==> src/rtl/rf_writeback_ctrl_pkg.sv <==
// Shared constants and types for the register-file writeback path.
package rf_writeback_ctrl_pkg;

    localparam int RISCV_WORD_WIDTH = 32;
    localparam int GP_REG_COUNT     = 32;
    localparam int GP_REG_AW        = $clog2(GP_REG_COUNT);

    typedef logic [GP_REG_AW-1:0] reg_addr_t;

    // Next round-robin position after granting index idx.
    function automatic int rr_next(input int idx, input int num_req);
        return (idx == num_req - 1) ? 0 : idx + 1;
    endfunction

endpackage

==> src/rtl/rf_writeback_ctrl_rr_arbiter.sv <==
// Round-robin arbiter: combinational one-hot grant from req_i and the pointer,
// pointer moves to the slot after the winner whenever a grant is issued.
module rf_writeback_ctrl_rr_arbiter
    import rf_writeback_ctrl_pkg::*;
#(
    parameter int NUM_REQ = 3,
    localparam int PW     = (NUM_REQ > 1) ? $clog2(NUM_REQ) : 1
) (
    input  logic               clk,
    input  logic               rst_n,
    input  logic [NUM_REQ-1:0] req_i,
    output logic [NUM_REQ-1:0] gnt_o,
    output logic               gnt_any_o,
    output logic [PW-1:0]      gnt_idx_o
);

    logic [PW-1:0]      ptr_q;
    logic [PW-1:0]      ptr_d;
    logic [NUM_REQ-1:0] gnt;
    logic [PW-1:0]      gnt_idx;
    logic               found;
    int                 idx;

    always_comb begin
        gnt     = '0;
        gnt_idx = '0;
        found   = 1'b0;
        idx     = 0;
        for (int off = 0; off < NUM_REQ; off++) begin
            idx = (int'(ptr_q) + off) % NUM_REQ;
            if (!found && req_i[idx]) begin
                found     = 1'b1;
                gnt[idx]  = 1'b1;
                gnt_idx   = PW'(idx);
            end
        end
    end

    always_comb begin
        ptr_d = ptr_q;
        if (found) begin
            ptr_d = PW'(rr_next(int'(gnt_idx), NUM_REQ));
        end
    end

    always_ff @(posedge clk or negedge rst_n) begin
        if (!rst_n) begin
            ptr_q <= '0;
        end else begin
            ptr_q <= ptr_d;
        end
    end

    assign gnt_o     = gnt;
    assign gnt_any_o = found;
    assign gnt_idx_o = gnt_idx;

    a_gnt_onehot: assert property (@(posedge clk) disable iff (!rst_n) $onehot0(gnt));
    a_gnt_subset: assert property (@(posedge clk) disable iff (!rst_n) (gnt & ~req_i) == '0);

endmodule

==> src/rtl/rf_writeback_ctrl.sv <==
// Shares the register-file write port among writeback sources and tracks
// pending destinations so decode can stall on RAW/WAW hazards.
module rf_writeback_ctrl
    import rf_writeback_ctrl_pkg::*;
#(
    parameter int  NUM_REQ   = 3,
    parameter int  XLEN      = RISCV_WORD_WIDTH,
    parameter int  REG_COUNT = GP_REG_COUNT,
    localparam int AW        = $clog2(REG_COUNT),
    localparam int PW        = (NUM_REQ > 1) ? $clog2(NUM_REQ) : 1
) (
    input  logic                    clk,
    input  logic                    rst_n,
    input  logic [NUM_REQ-1:0]      wb_valid_i,
    input  logic [NUM_REQ*AW-1:0]   wb_addr_i,
    input  logic [NUM_REQ*XLEN-1:0] wb_data_i,
    output logic [NUM_REQ-1:0]      wb_ready_o,
    output logic                    rf_we_o,
    output logic [AW-1:0]           rf_waddr_o,
    output logic [XLEN-1:0]         rf_wdata_o,
    input  logic                    issue_valid_i,
    input  logic [AW-1:0]           issue_rd_i,
    output logic                    issue_ready_o,
    input  logic [AW-1:0]           rs1_addr_i,
    input  logic [AW-1:0]           rs2_addr_i,
    output logic                    rs1_busy_o,
    output logic                    rs2_busy_o
);

    logic [NUM_REQ-1:0]   gnt;
    logic                 gnt_any;
    logic [PW-1:0]        gnt_idx;
    logic [AW-1:0]        sel_addr;
    logic [XLEN-1:0]      sel_data;

    logic                 rf_we_q,    rf_we_d;
    logic [AW-1:0]        rf_waddr_q, rf_waddr_d;
    logic [XLEN-1:0]      rf_wdata_q, rf_wdata_d;
    logic [REG_COUNT-1:0] busy_q,     busy_d;

    logic                 issue_ready;
    logic                 issue_set;

    rf_writeback_ctrl_rr_arbiter #(
        .NUM_REQ (NUM_REQ)
    ) u_arb (
        .clk       (clk),
        .rst_n     (rst_n),
        .req_i     (wb_valid_i),
        .gnt_o     (gnt),
        .gnt_any_o (gnt_any),
        .gnt_idx_o (gnt_idx)
    );

    assign wb_ready_o = gnt;

    always_comb begin
        sel_addr = '0;
        sel_data = '0;
        for (int i = 0; i < NUM_REQ; i++) begin
            if (int'(gnt_idx) == i) begin
                sel_addr = wb_addr_i[i*AW +: AW];
                sel_data = wb_data_i[i*XLEN +: XLEN];
            end
        end
    end

    // x0 writes are acknowledged to the requester but never reach the register file.
    always_comb begin
        rf_we_d    = 1'b0;
        rf_waddr_d = rf_waddr_q;
        rf_wdata_d = rf_wdata_q;
        if (gnt_any) begin
            rf_we_d    = (sel_addr != '0);
            rf_waddr_d = sel_addr;
            rf_wdata_d = sel_data;
        end
    end

    assign issue_ready = !busy_q[issue_rd_i]
                       | (gnt_any && (sel_addr == issue_rd_i))
                       | (issue_rd_i == '0);
    assign issue_set   = issue_valid_i && issue_ready && (issue_rd_i != '0);

    // Clear first, then set: a new producer issued in the same cycle stays pending.
    always_comb begin
        busy_d = busy_q;
        if (gnt_any) begin
            busy_d[sel_addr] = 1'b0;
        end
        if (issue_set) begin
            busy_d[issue_rd_i] = 1'b1;
        end
        busy_d[0] = 1'b0;
    end

    always_ff @(posedge clk or negedge rst_n) begin
        if (!rst_n) begin
            rf_we_q    <= 1'b0;
            rf_waddr_q <= '0;
            rf_wdata_q <= '0;
            busy_q     <= '0;
        end else begin
            rf_we_q    <= rf_we_d;
            rf_waddr_q <= rf_waddr_d;
            rf_wdata_q <= rf_wdata_d;
            busy_q     <= busy_d;
        end
    end

    assign rf_we_o       = rf_we_q;
    assign rf_waddr_o    = rf_waddr_q;
    assign rf_wdata_o    = rf_wdata_q;
    assign issue_ready_o = issue_ready;
    assign rs1_busy_o    = busy_q[rs1_addr_i] && !(gnt_any && (sel_addr == rs1_addr_i));
    assign rs2_busy_o    = busy_q[rs2_addr_i] && !(gnt_any && (sel_addr == rs2_addr_i));

endmodule
==> config.mk <==
export PLATFORM = sky130hd
export DESIGN_NAME = rf_writeback_ctrl
export DESIGN_NICKNAME = d
export VERILOG_FILES = /design/src/rtl/rf_writeback_ctrl_pkg.sv /design/src/rtl/rf_writeback_ctrl_rr_arbiter.sv /design/src/rtl/rf_writeback_ctrl.sv
export SDC_FILE = /design/constraint.sdc
export NUM_CORES = 1
export LEC_CHECK = 0
export CORE_AREA = 2 2 117 119
export DETAILED_ROUTE_END_ITERATION = 8
export DIE_AREA = 0 0 119 121
export GPL_ROUTABILITY_DRIVEN = 0
export PLACE_DENSITY_LB_ADDON = 0.05
export SETUP_SLACK_MARGIN = 0.02
export SYNTH_ARGS = -nofsm -noshare
export SYNTH_HDL_FRONTEND = slang
export SYNTH_SLANG_ARGS = --single-unit
==> constraint.sdc <==
create_clock -name clk -period 3.2 [get_ports clk]
set_input_delay 0.32 -clock clk [delete_from_list [all_inputs] [get_ports clk]]
set_output_delay 0.32 -clock clk [all_outputs]
set_load 0.01 [all_outputs]
==> flow_metrics.tcl <==
set metrics [dict create \
    outcome "finished with violations" \
    failed_checks "setup timing" \
    ctsHoldBuffers 0 \
    clockBufferDepth 2 \
    rsz0062_at_grt "true" \
    fin_skew_ns 0.0101 \
    rows 42 \
    syn2layout_area_growth_pct 65.6 \
    worst_hold_slack_ns 0.0889 \
    p_sw_w 0.00343 \
    swShare_pct 40.8 \
    overflow 0 \
    cp.arrival_ns 3.36 \
    cts.sinks 71 \
    endpoint_kind "primary output" \
    synthXorXnorAreaFrac_pct 2.62 \
    p_leak_nw 3.44 \
    avgSynthCellArea_um2 9.30 \
    muxShareOfSynthArea_pct 13.4 \
    setup_ws_ns -0.481 \
    numPlacedInstances 938 \
    synth-async-reset-ratio_pct 100 \
    clkPwrFrac_pct 15.2 \
    syn_area_um2 5020 \
    drive_gt1_share_pct 23.1 \
    power.density_nw_per_um2 1010 \
    die-area_um2 14400 \
    wl_per_cell_um 21.0 \
    synth_edf_count 0 \
    firstDrtPassIters 5 \
    grt_use_total_pct 28.3 \
    drc_errors 0 \
    synth_commonest_cells "82 x nand2_1, 71 x dfrtp_1, 37 x a21oi_1" \
    grt_pass1_vias 5714 \
    synthCells 540 \
    post-route-min-period_ns 3.68 \
    drv_cap 0 \
    yosys.cell_types.count 56 \
    h-tree-depth 3 \
    synth_top_family_by_area "compound AO/OA/AOI/OAI gates" \
    synth_compound_area_share_pct 24.9 \
    stdcell_count 967 \
    synth.net_count 676 \
    drv_slew 0 \
    cts_tree "built" \
    ir_worst_vdd_v 0.000513 \
    synth_most_common_cell "nand2_1" \
    cts_inserted_buffers 9 \
    hold_viol_final 0 \
    drt_wl_total_um 20300 \
    antenna_cells 0 \
    clk_root_buffer_cell "clkbuf_16" \
    p_int_w 0.00498 \
    cp-start-kind "flop" \
    grt_start_max_net_pins 50 \
    synth_area_leader_cell "dfrtp_1" \
    critical_path_class "reg -> out" \
    synth_adder_area_share_pct 0.997 \
    die_h_um 121 \
    fill_cells 1059 \
    period_share_pct 115 \
    crit_required_ns 2.88 \
    drt_iter0_drc 465 \
    synth.area.top_cells "dfrtp_1 35%, mux4_2 11%, nand2_1 6.1%" \
    portBuffers 175 \
    setup_violations 34 \
    p_comb_share_pct 64.7 \
    num_vias 5636 \
    worstMarginPinSlew_ns 0.876 \
    clkTransAtPathRegs_ns 0.06 \
    core-area_um2 13100 \
    synth_top_area_share_pct 35.4 \
    io_pins 176 \
    die_x_um 119 \
    fmax_mhz 272 \
    yosys.area_share.simple_pct 17.4 \
    grt_pass1_wl_um 31300 \
    ys_seq_area_share_pct 35.4 \
    ys_warn_count 0 \
    dp_hpwl_um 15000 \
    viasPerCell 5.83 \
    nNetsFinal 922 \
    fin_util_pct 63.5 \
    maxSlewHeadroom_pct 41.6 \
    hold_path_class "in -> async" \
    clk_latency_ns 0.35 \
    antenna_left 0 \
    seqPwrFrac_pct 20.1 \
    initial_utilization_pct 38.4 \
    ys_seq_elements 71 \
    fin_setup_tns_ns -9.20 \
    crit_fanout 4 \
    antenna_found_initial 0 \
    synthFlopType "dfrtp_1" \
]
-- kinds of logic after synthesis --
| group | count (synthesis) |
|---|---|
| simple gates | 182 |
| flops | 71 |
| fa+ha+maj | 4 |
| mux | 36 |
| xor+xnor | 15 |
| buf+inv | 61 |
| compound gates | 171 |
-- power by group through the flow --
stage	registers, W	clock network [W]	logic, W
after floorplan	0.00172	0	0.00262
after global placement	0.00166	0	0.00482
after detailed placement	0.00169	0	0.00491
after CTS	0.00168	0.00129	0.00531
after global routing	0.00174	0.00133	0.00584
final	0.00169	0.00128	0.00544
-- metal layers --
metal	global-route usage, %	part of all wire (%)	vias to the layer above
li1	-	-	2553
met1	33.8	39	2701
met2	48.4	49	308
met3	4.37	7.6	74
met4	16.6	4.9	0
met5	0	0	-
-- final cells by class --
cell class                 count  area, um2  area share [%]
sequential                    71       1780            21.4
clock inverter                 5        128            1.53
timing repair buffer         276       2700            32.5
clock buffer                  11        253            3.04
multi-input combinational    408       3160            37.9
tap                          176        220            2.65
inverter                      20       82.6           0.993
-- sequential cells by signal (all words and copies together) (netlist names) --
register	cells
rf_we_o	1
u_arb.ptr_q	2
busy_q	31
rf_wdata_o	32
rf_waddr_o	5
-- cells in the final DEF (no fill, tap or decap), types with 7 or more instances in the layout --
cell and instances:
clkdlybuf4s50_1 168, nand2_1 82, buf_4 82, dfrtp_1 70
a21oi_1 35, a32o_1 27, o21ai_0 26, mux4_2 25
nor2_1 23, inv_1 17, a22oi_1 16, nor3_1 13
nand2b_1 12, a31oi_1 12, xor2_1 11, and3_1 11
clkbuf_16 9, buf_6 9, buf_12 9, mux2i_1 8
nand3_1 7, a222oi_1 7
-- per-stage QoR --
stage                     setup slack [ns]  area [um2]  total power, W
after global placement              -0.533        7580         0.00648
after CTS                           -0.414        8250         0.00829
after floorplan                    -0.0826        5060         0.00434
after detailed placement            -0.629        7580         0.00659
after global routing                -0.563        8320         0.00891
final                               -0.481        8320         0.00840
-- worst paths after layout --
| check | from | endpoint | slack (ns) | cells after the start |
|---|---|---|---|---|
| setup / recovery | u_arb.ptr_q[0] | issue_ready_o | -0.48 | 12 |
| hold / removal | rst_n | rf_wdata_o[22] | 0.09 | 1 |
| setup reg to reg | u_arb.ptr_q[0] | busy_q[28] | -0.28 | 15 |
| hold reg to reg | rf_wdata_o[3] | rf_wdata_o[3] | 0.48 | 2 |
| max in group asynchronous | rst_n | busy_q[28] | 2.41 | 2 |
| min in group clk | rf_wdata_o[3] | rf_wdata_o[3] | 0.48 | 2 |
-- critical path, cell delays in order, from the launching register on --
cell and delay (ns):
dfrtp_1 0.43, inv_2 0.12, ha_4 0.21, nor2b_4 0.12
o41a_1 0.43, o31ai_4 0.26, buf_4 0.17, mux2i_4 0.25
buf_4 0.15, o21ai_0 0.08, o31a_1 0.15, o41ai_4 0.43
buf_2 0.21
-- what timing repair did --
| item | 4_1_cts | 5_1_grt |
|---|---|---|
| cloned | 3 | 0 |
| gates resized for setup | 59 | 7 |
| endpoints found under the setup margin | 45 | 37 |
| setup buffers | 8 | 2 |
| pin swaps | 30 | 8 |
Power figures use the tool's default switching activity.
